## src/rtl/int_alu_pkg.sv

```systemverilog
`default_nettype none
// ============================================================================
// Module  : int_alu_pkg
// Brief   : Shared constants and helpers for the integer ALU multiply slice.
// Revision: 1.0 - initial release
// ============================================================================
package int_alu_pkg;

  localparam int DATA_WIDTH_DEFAULT = 32;
  localparam int MAX_REQ            = 16;

  // Width of an index that names one of n items; never narrower than one bit
  function automatic int clog2_min1(input int n);
    return (n > 1) ? $clog2(n) : 1;
  endfunction

endpackage : int_alu_pkg
`default_nettype wire

```

## src/rtl/int_mult.sv

```systemverilog
`default_nettype none
// ============================================================================
// Module  : int_mult
// Brief   : Combinational unsigned multiplier returning the low half of a*b.
// Revision: 1.0 - initial release
// ============================================================================
module int_mult #(
  parameter int DATA_WIDTH = 32
) (
  input  logic [DATA_WIDTH-1:0] a,
  input  logic [DATA_WIDTH-1:0] b,
  output logic [DATA_WIDTH-1:0] p
);

  // Product evaluated at operand width so the high half is dropped
  assign p = a * b;

endmodule : int_mult
`default_nettype wire

```

## src/rtl/int_rr_arb.sv

```systemverilog
`default_nettype none
// ============================================================================
// Module  : int_rr_arb
// Brief   : Round-robin grant finder. Picks the first set request at or
//           above ptr, wrapping to 0; returns one-hot grant and its index.
// Revision: 1.0 - initial release
// ============================================================================
module int_rr_arb
  import int_alu_pkg::*;
#(
  parameter int NUM_REQ = 4,
  parameter int ID_W    = clog2_min1(NUM_REQ)
) (
  input  logic [NUM_REQ-1:0] req,
  input  logic [ID_W-1:0]    ptr,
  output logic [NUM_REQ-1:0] grant,
  output logic [ID_W-1:0]    grant_idx
);

  // Walk candidates in priority order starting at ptr; first hit wins
  always_comb begin
    int  idx;
    logic found;
    grant     = '0;
    grant_idx = '0;
    found     = 1'b0;
    idx       = 0;
    for (int i = 0; i < NUM_REQ; i++) begin
      idx = int'(ptr) + i;
      if (idx >= NUM_REQ) idx = idx - NUM_REQ;
      if (!found && req[idx]) begin
        found      = 1'b1;
        grant[idx] = 1'b1;
        grant_idx  = ID_W'(idx);
      end
    end
  end

endmodule : int_rr_arb
`default_nettype wire

```

## src/rtl/int_mult_sched.sv

```systemverilog
`default_nettype none
// ============================================================================
// Module  : int_mult_sched
// Brief   : Shares one int_mult among NUM_REQ requesters with round-robin
//           arbitration and a two-stage valid/ready pipeline. Results are
//           tagged with the requester index and return in accept order.
// Revision: 1.0 - initial release
// ============================================================================
module int_mult_sched
  import int_alu_pkg::*;
#(
  parameter int DATA_WIDTH = DATA_WIDTH_DEFAULT,
  parameter int NUM_REQ    = 4
) (
  input  logic                            clk,
  input  logic                            rst,
  input  logic [NUM_REQ-1:0]              req_valid,
  output logic [NUM_REQ-1:0]              req_ready,
  input  logic [NUM_REQ*DATA_WIDTH-1:0]   req_a,
  input  logic [NUM_REQ*DATA_WIDTH-1:0]   req_b,
  output logic                            rsp_valid,
  input  logic                            rsp_ready,
  output logic [clog2_min1(NUM_REQ)-1:0]  rsp_id,
  output logic [DATA_WIDTH-1:0]           rsp_data,
  output logic                            busy
);

  localparam int ID_W = clog2_min1(NUM_REQ);

  logic [ID_W-1:0]       ptr;
  logic [NUM_REQ-1:0]    grant;
  logic [ID_W-1:0]       grant_idx;
  logic                  adv1;
  logic                  adv2;
  logic                  accept;
  logic [DATA_WIDTH-1:0] sel_a;
  logic [DATA_WIDTH-1:0] sel_b;
  logic [DATA_WIDTH-1:0] product;

  logic                  s1_valid;
  logic [DATA_WIDTH-1:0] s1_a;
  logic [DATA_WIDTH-1:0] s1_b;
  logic [ID_W-1:0]       s1_id;

  int_rr_arb #(
    .NUM_REQ (NUM_REQ),
    .ID_W    (ID_W)
  ) u_arb (
    .req       (req_valid),
    .ptr       (ptr),
    .grant     (grant),
    .grant_idx (grant_idx)
  );

  int_mult #(
    .DATA_WIDTH (DATA_WIDTH)
  ) u_mult (
    .a (s1_a),
    .b (s1_b),
    .p (product)
  );

  // Each stage moves when the stage ahead is empty or draining this cycle
  assign adv2      = ~rsp_valid | rsp_ready;
  assign adv1      = ~s1_valid | adv2;
  assign req_ready = grant & {NUM_REQ{adv1 & ~rst}};
  assign accept    = |req_ready;
  assign busy      = s1_valid | rsp_valid;

  // Operand mux driven by the one-hot grant
  always_comb begin
    sel_a = '0;
    sel_b = '0;
    for (int i = 0; i < NUM_REQ; i++) begin
      sel_a = sel_a | (req_a[i*DATA_WIDTH +: DATA_WIDTH] & {DATA_WIDTH{grant[i]}});
      sel_b = sel_b | (req_b[i*DATA_WIDTH +: DATA_WIDTH] & {DATA_WIDTH{grant[i]}});
    end
  end

  // Stage 1 capture and round-robin pointer update on accept
  always_ff @(posedge clk) begin
    if (rst) begin
      s1_valid <= 1'b0;
      s1_a     <= '0;
      s1_b     <= '0;
      s1_id    <= '0;
      ptr      <= '0;
    end else if (accept) begin
      s1_valid <= 1'b1;
      s1_a     <= sel_a;
      s1_b     <= sel_b;
      s1_id    <= grant_idx;
      if (grant_idx == ID_W'(NUM_REQ - 1)) ptr <= '0;
      else                                 ptr <= grant_idx + 1'b1;
    end else if (adv1) begin
      s1_valid <= 1'b0;
    end
  end

  // Stage 2 result register; payload only reloads when stage 1 carries work
  always_ff @(posedge clk) begin
    if (rst) begin
      rsp_valid <= 1'b0;
      rsp_data  <= '0;
      rsp_id    <= '0;
    end else if (adv2) begin
      rsp_valid <= s1_valid;
      if (s1_valid) begin
        rsp_data <= product;
        rsp_id   <= s1_id;
      end
    end
  end

endmodule : int_mult_sched
`default_nettype wire
```

## config.mk

```make
export PLATFORM = sky130hd
export DESIGN_NAME = int_mult_sched
export DESIGN_NICKNAME = d
export VERILOG_FILES = /design/src/rtl/int_alu_pkg.sv /design/src/rtl/int_mult.sv /design/src/rtl/int_rr_arb.sv /design/src/rtl/int_mult_sched.sv
export SDC_FILE = /design/constraint.sdc
export NUM_CORES = 1
export LEC_CHECK = 0
export ABC_AREA = 1
export BUFFER_PORTS_ARGS = -buffer_cell sky130_fd_sc_hd__buf_2
export CORE_ASPECT_RATIO = 1.4
export CORE_MARGIN = 3
export CORE_UTILIZATION = 60
export CTS_BUF_LIST = sky130_fd_sc_hd__clkbuf_4 sky130_fd_sc_hd__clkbuf_8 sky130_fd_sc_hd__clkbuf_16
export CTS_CLUSTER_SIZE = 14
export DETAILED_ROUTE_END_ITERATION = 10
export PLACE_DENSITY = 0.87
export SYNTH_ARGS = -nofsm -noshare
export SYNTH_HDL_FRONTEND = slang
export SYNTH_SLANG_ARGS = --single-unit
```

## constraint.sdc

```tcl
create_clock -name clk -period 13.9 [get_ports clk]
set_clock_uncertainty 0.05 [all_clocks]
set_input_delay 0 -clock clk [delete_from_list [all_inputs] [get_ports clk]]
set_output_delay 0 -clock clk [all_outputs]
set_load 0.05 [all_outputs]
```

Word level (Yosys, flattened, before mapping)
Index checks and enable logic that the tools add are counted.
{ "classes": {"eq_ne": 1, "n_addsub": 8, "n_reduce_logical": 13, "multipliers": 1, "n_mux": 38, "n_bitwise": 25, "magnitude_cmp": 12} }
{ "ops": {"columns": ["operator", "count"], "rows": [
  ["32-bit AND", 8],
  ["32-bit bitwise OR", 6],
  ["32-bit by 1-bit >= comparator with 1-bit output, second input constant", 4],
  ["32-bit by 4-bit less-than comparator with 1-bit output, second input constant", 4],
  ["32-bit 2-to-1 mux", 4],
  ["32-bit by 4-bit >= comparator with 1-bit output, second input constant", 3],
  ["32-bit by 4-bit subtractor with 32-bit output, second input constant", 3],
  ["32-bit by 32-bit multiplier with 32-bit output", 1],
  ["1-bit 2-to-1 mux", 17],
  ["4-bit 2-to-1 mux", 4],
  ["4-bit bitwise OR", 3],
  ["2-bit 2-to-1 mux", 5],
  ["1-bit binary-select mux with 2-bit select", 4],
  ["1-bit demux with 2-bit select", 4],
  ["1-bit logical AND", 7],
  ["2-bit by 2-bit adder with 3-bit output, second input constant", 2],
  ["4-bit AND", 1],
  ["4-bit OR reduction", 1],
  ["2-bit by 3-bit subtractor with 4-bit output, second input constant", 1],
  ["2-bit by 1-bit adder with 3-bit output, second input constant", 1],
  ["2-bit by 3-bit >= comparator with 1-bit output, second input constant", 1],
  ["1-bit logical NOT", 3],
  ["1-bit inverter", 3],
  ["1-bit bitwise OR", 3],
  ["5 further kinds", 5]
]} }
{ "word_totals": {"in_bits": 263, "register_bits": 104, "output_inout_bits": 40, "elab_cells": 106} }

Depth between registers and ports, before layout
{ "logic_depth": {"word_depth": 19, "ltp_mapped": 38, "depth_no_buf": 36} }

By module
Synthesis repeated with hierarchy kept, for this count alone.
{ "unflattened": {"hier_cells": 3357, "area_unflattened_um2": 23378.7} }
{ "modules_own_cells": {"columns": ["module", "cells_each", "seq_area_each_um2", "area_per_inst_um2", "n_inst"], "rows": [
  ["int_mult", 2376, 0.0, 17121.4, 1],
  ["int_mult_sched", 896, 2082.0, 5704.2, 1],
  ["int_rr_arb", 85, 0.0, 553.0, 1]
]} }

Least setup slack after synthesis
No wires, ideal clock.
{ "synth_path": {"path_kind": "register -> register", "startpoint": "reg s1_b[6]", "endpoint": "reg rsp_data[26]", "synth_period_minus_slack_ps": 6759, "n_path_buf": 2, "path_slack_ps": 7141, "t_arrival_ps": 6594, "stages_incl_launch_ff": 29, "t_required_ps": 13735, "path_cell_list": "dfxtp_1 -> clkbuf_1 -> clkbuf_1 -> nand2_1 -> inv_1 -> fa_1 -> fa_1 -> fa_1 -> inv_1 -> fa_1 -> inv_1 -> fa_1 -> inv_1 -> fa_1 -> inv_1 -> fa_1 -> inv_1 -> fa_1 -> inv_1 -> ha_1 -> nand4_1 -> nor3_1 -> nand4_1 -> nand3_1 -> a21o_1 -> a21oi_1 -> xnor2_1 -> o21ai_0 -> inv_1"} }
{ "synth_between": {"elab_chain_len": 1} }
{ "synth_lines": {"columns": ["item", "line_no", "source"], "rows": [
  ["start: declaration", "int_mult_sched.sv:42", "logic [DATA_WIDTH-1:0] s1_b;"],
  ["start signal: assignment", "int_mult_sched.sv:91", "s1_b <= sel_b;"],
  ["32-bit by 32-bit multiplier with 32-bit output", "int_mult.sv:16", "assign p = a * b;"],
  ["end signal: assignment", "int_mult_sched.sv:109", "rsp_data <= product;"],
  ["end: declaration", "int_mult_sched.sv:24", "output logic [DATA_WIDTH-1:0] rsp_data,"]
]} }
No other way between the ends.
A chain may end at the register's enable or synchronous reset.

Worst setup path in the final report
{ "layout_path": {"startpoint": "reg s1_a[7]", "endpoint": "reg rsp_data[26]"} }
{ "layout_between": {"elab_chain_len": 1} }
{ "layout_lines": {"columns": ["item", "line_no", "source"], "rows": [
  ["start: declaration", "int_mult_sched.sv:41", "logic [DATA_WIDTH-1:0] s1_a;"],
  ["start signal: assignment", "int_mult_sched.sv:90", "s1_a <= sel_a;"],
  ["32-bit by 32-bit multiplier with 32-bit output", "int_mult.sv:16", null]
]} }
No other way between the ends.

==> flow_metrics.env <==
export IMPL_synth_distinct_cells=45
export IMPL_clock_path_buffers=2
export IMPL_reg2reg_depth=27
export IMPL_slew_viol_final=0
export IMPL_cp_start_kind="register"
export IMPL_required_ns=14.13
export IMPL_period_minus_slack_ns=7.614
export IMPL_critPathArrivalTime_ns=7.84
export IMPL_cts_setup_buffers=0
export IMPL_fillers=2752
export IMPL_ys_top_cells_by_area="fa_1, nand2_1, inv_1"
export IMPL_grt_max_degree=74
export IMPL_reg2reg_to="rsp_data[26]$_SDFFE_PP0P_"
export IMPL_ioPinCount=303
export IMPL_synth_top_cells_by_count="nand2_1, inv_1, fa_1, nor2_1, ha_1"
export IMPL_layout_nets=4342
export IMPL_ys_flop_type="dfxtp_1"
export IMPL_synth_edf_count=0
export IMPL_grt_pass1_wl_um=115800
export IMPL_syn_area_um2=22580
export IMPL_syn_inst=3251
export IMPL_vias=22380
export IMPL_min_from="req_a[112]"
export IMPL_routed_wl_um=72280
export IMPL_fp_dieH_um=235.5
export IMPL_drt_wirelength_per_cell_um=17.97
export IMPL_via_per_inst=5.562
export IMPL_synth_async_reset_ratio_pct=0
export IMPL_synth_seq_area_share_pct=9.220
export IMPL_firstDrtPassIters=7
export IMPL_grt_setup_unrepaired="no"
export IMPL_worstPathMaxFanout=16
export IMPL_synth_seq_cells=104
export IMPL_fp_dieW_um=170.0
export IMPL_status="completed"
export IMPL_post_dp_hpwl_um=53430
export IMPL_rows=83
export IMPL_hold_end="s1_a[16]$_SDFFE_PP0P_"
export IMPL_drcViolationCount=0
export IMPL_drt_iter0_drc=1967
export IMPL_clk_pin_slew_ns=0.08
export IMPL_rr_startpoint="s1_a[7]$_SDFFE_PP0P_"
export IMPL_h_tree_depth=3
export IMPL_synth_top_area_share_pct=36.17
export IMPL_cts_root_buf="clkbuf_16"
export IMPL_grt_pass1_vias=23220
export IMPL_crit_path_end_kind="register"
export IMPL_drive_gt1_share_pct=10.59
export IMPL_hold_path_depth=5
export IMPL_area_delta_synth_final_pct=13.72
export IMPL_finalSetupViolCount=0
export IMPL_clock_sinks=104
export IMPL_clock_fmax_ghz=0.1313
export IMPL_coreArea_um2=36870
export IMPL_cts_tree="yes"
export IMPL_grt_overflow=0
export IMPL_yosysWarnings=0
export IMPL_path_class="register to register"
export IMPL_start_util_pct=61.25
export IMPL_grt_use_met1_pct=41.07
export IMPL_grt_use_met2_pct=61.25
export IMPL_io_buffers=302
export IMPL_timing_final_crit_share_pct=54.77
export IMPL_synth_most_common_cell="nand2_1"
export IMPL_grt_usage_pct=36.81
export IMPL_gr_usage_met3_pct=7.593
export IMPL_reg2reg_slack_ns=6.29
export IMPL_routabilityCongestion=1.028
export IMPL_busiest_layer="met2"
export IMPL_setup_tns_final_ns=0
export IMPL_clock_latency_ns=0.40
export IMPL_hold_viol=0
export IMPL_synth_nets=4049
export IMPL_final_antenna_net_count=0
export IMPL_hold_class="input port to register"
export IMPL_cts_buffers=9
export IMPL_max_cap_viol_count=0
export IMPL_antenna_found_initial=7
export IMPL_avgSynthCellArea_um2=6.946
export IMPL_slew_limit_headroom_pct=26.20
export IMPL_worst_pin_slew_ns=1.106
export IMPL_synth_area_leader_cell="fa_1"
export IMPL_dieArea_um2=40030
worst max-delay path, stage by stage, from the launching register on:
cell,delay [ns]
dfxtp_1,0.75
buf_4,0.38
nand2_1,0.12
fa_1,0.44
inv_1,0.09
fa_1,0.41
fa_1,0.51
inv_1,0.05
fa_1,0.53
inv_1,0.05
fa_1,0.49
inv_1,0.05
fa_1,0.47
inv_1,0.05
fa_1,0.53
inv_1,0.07
fa_1,0.57
inv_1,0.06
ha_1,0.37
nand4_1,0.18
nor3_1,0.37
nand4_1,0.17
nand3_1,0.18
a21o_1,0.16
a21oi_1,0.08
xnor2_1,0.12
o21ai_0,0.14
inv_1,0.06
worst max path at each step:
| stage | start | endpoint | slack [ns] |
|---|---|---|---|
| floorplan | s1_b[6]$_SDFFE_PP0P_ | rsp_data[26]$_SDFFE_PP0P_ | 7.14 |
| global placement | s1_a[7]$_SDFFE_PP0P_ | rsp_data[26]$_SDFFE_PP0P_ | 6.50 |
| detailed placement | s1_b[5]$_SDFFE_PP0P_ | rsp_data[26]$_SDFFE_PP0P_ | 6.39 |
| CTS | s1_a[9]$_SDFFE_PP0P_ | rsp_data[26]$_SDFFE_PP0P_ | 6.37 |
| global route | s1_a[9]$_SDFFE_PP0P_ | rsp_data[26]$_SDFFE_PP0P_ | 5.87 |
| finish | s1_a[7]$_SDFFE_PP0P_ | rsp_data[26]$_SDFFE_PP0P_ | 6.29 |
registers in the layout, indices dropped and copies added (netlist names), named ones only:
signal     flops
rsp_id         2
s1_a          32
s1_id          2
ptr            1
s1_valid       1
rsp_valid      1
rsp_data      32
s1_b          32
repair_timing:
action | CTS | global route
setup endpoints to repair | 0 | 0
endpoints found under the hold margin | 62 | 0
resized for setup | 0 | 0
hold buffers | 118 | 0
stage by stage:
step	hold slack [ns]	std cells	util [%]	setup slack, ns	area (um2)
2_1_floorplan	0.1470	3251	-	7.141	22580
3_3_place_gp	0.2421	3882	65.61	6.496	24190
3_5_place_dp	0.2461	3882	65.61	6.389	24190
4_1_cts	0.001406	4016	69.61	6.370	25660
5_1_grt	0.02982	4022	69.65	5.870	25680
6_report	0.02234	4023	69.66	6.287	25680
per-layer routing:
metal	vias up	part of all wire, %	wire length, um
met5	-	0.014	10
met2	1494	48	34570
met3	424	10	7239
met4	2	9.6	6953
li1	9925	-	-
met1	10530	33	23500
logic make-up (layout without fill, tap and decap cells):
logic type | after synthesis | in the layout | synth area share (%)
xor+xnor | 26 | 26 | 1.008
fa+ha+maj | 535 | 535 | 43.21
simple gates | 1359 | 1359 | 24.26
other cells | 0 | 7 | 0
buf+inv | 1034 | 1332 | 17.68
compound gates | 193 | 193 | 4.627
flops | 104 | 104 | 9.220
layout by cell type (no fill, tap or decap), drive strengths merged:
| cell type | Yosys | routed |
|---|---|---|
| o21bai | 6 | 6 |
| xnor2 | 12 | 12 |
| nor2 | 196 | 196 |
| nand4 | 76 | 76 |
| nor3 | 4 | 4 |
| clkbuf | 113 | 10 |
| nor4 | 2 | 2 |
| a21oi | 53 | 53 |
| dfxtp | 104 | 104 |
| a211oi | 1 | 1 |
| inv | 863 | 866 |
| a21o | 4 | 4 |
| xor2 | 14 | 14 |
| nand3b | 6 | 6 |
| o221ai | 2 | 2 |
| o211a | 1 | 1 |
| o21a | 1 | 1 |
| o22ai | 2 | 2 |
| or2 | 2 | 2 |
| nand2 | 1004 | 1004 |
| o21ai | 112 | 112 |
| a31oi | 1 | 1 |
| dlygate4sd3 | 0 | 118 |
| buf | 56 | 333 |
| fa | 408 | 408 |
| diode | 0 | 7 |
| nand3 | 69 | 69 |
| clkinv | 2 | 5 |
| a31o | 1 | 1 |
| ha | 127 | 127 |
| o211ai | 7 | 7 |
| a221oi | 2 | 2 |
area by class of cell:
type	count	area [um2]	share of cell area, %
clock inverters	6	60.06	0.2339
repair buffers	451	2925	11.39
well taps	467	584.3	2.275
multi-input cells	2113	16530	64.37
flip-flops and latches	104	2082	8.107
inverters	865	3249	12.65
diodes	7	17.52	0.06821
clock buffers	10	232.7	0.9062
Power is left out: the tool's default activity adds up to more than one toggle a clock period on the data nets, which glitch-free logic cannot reach.
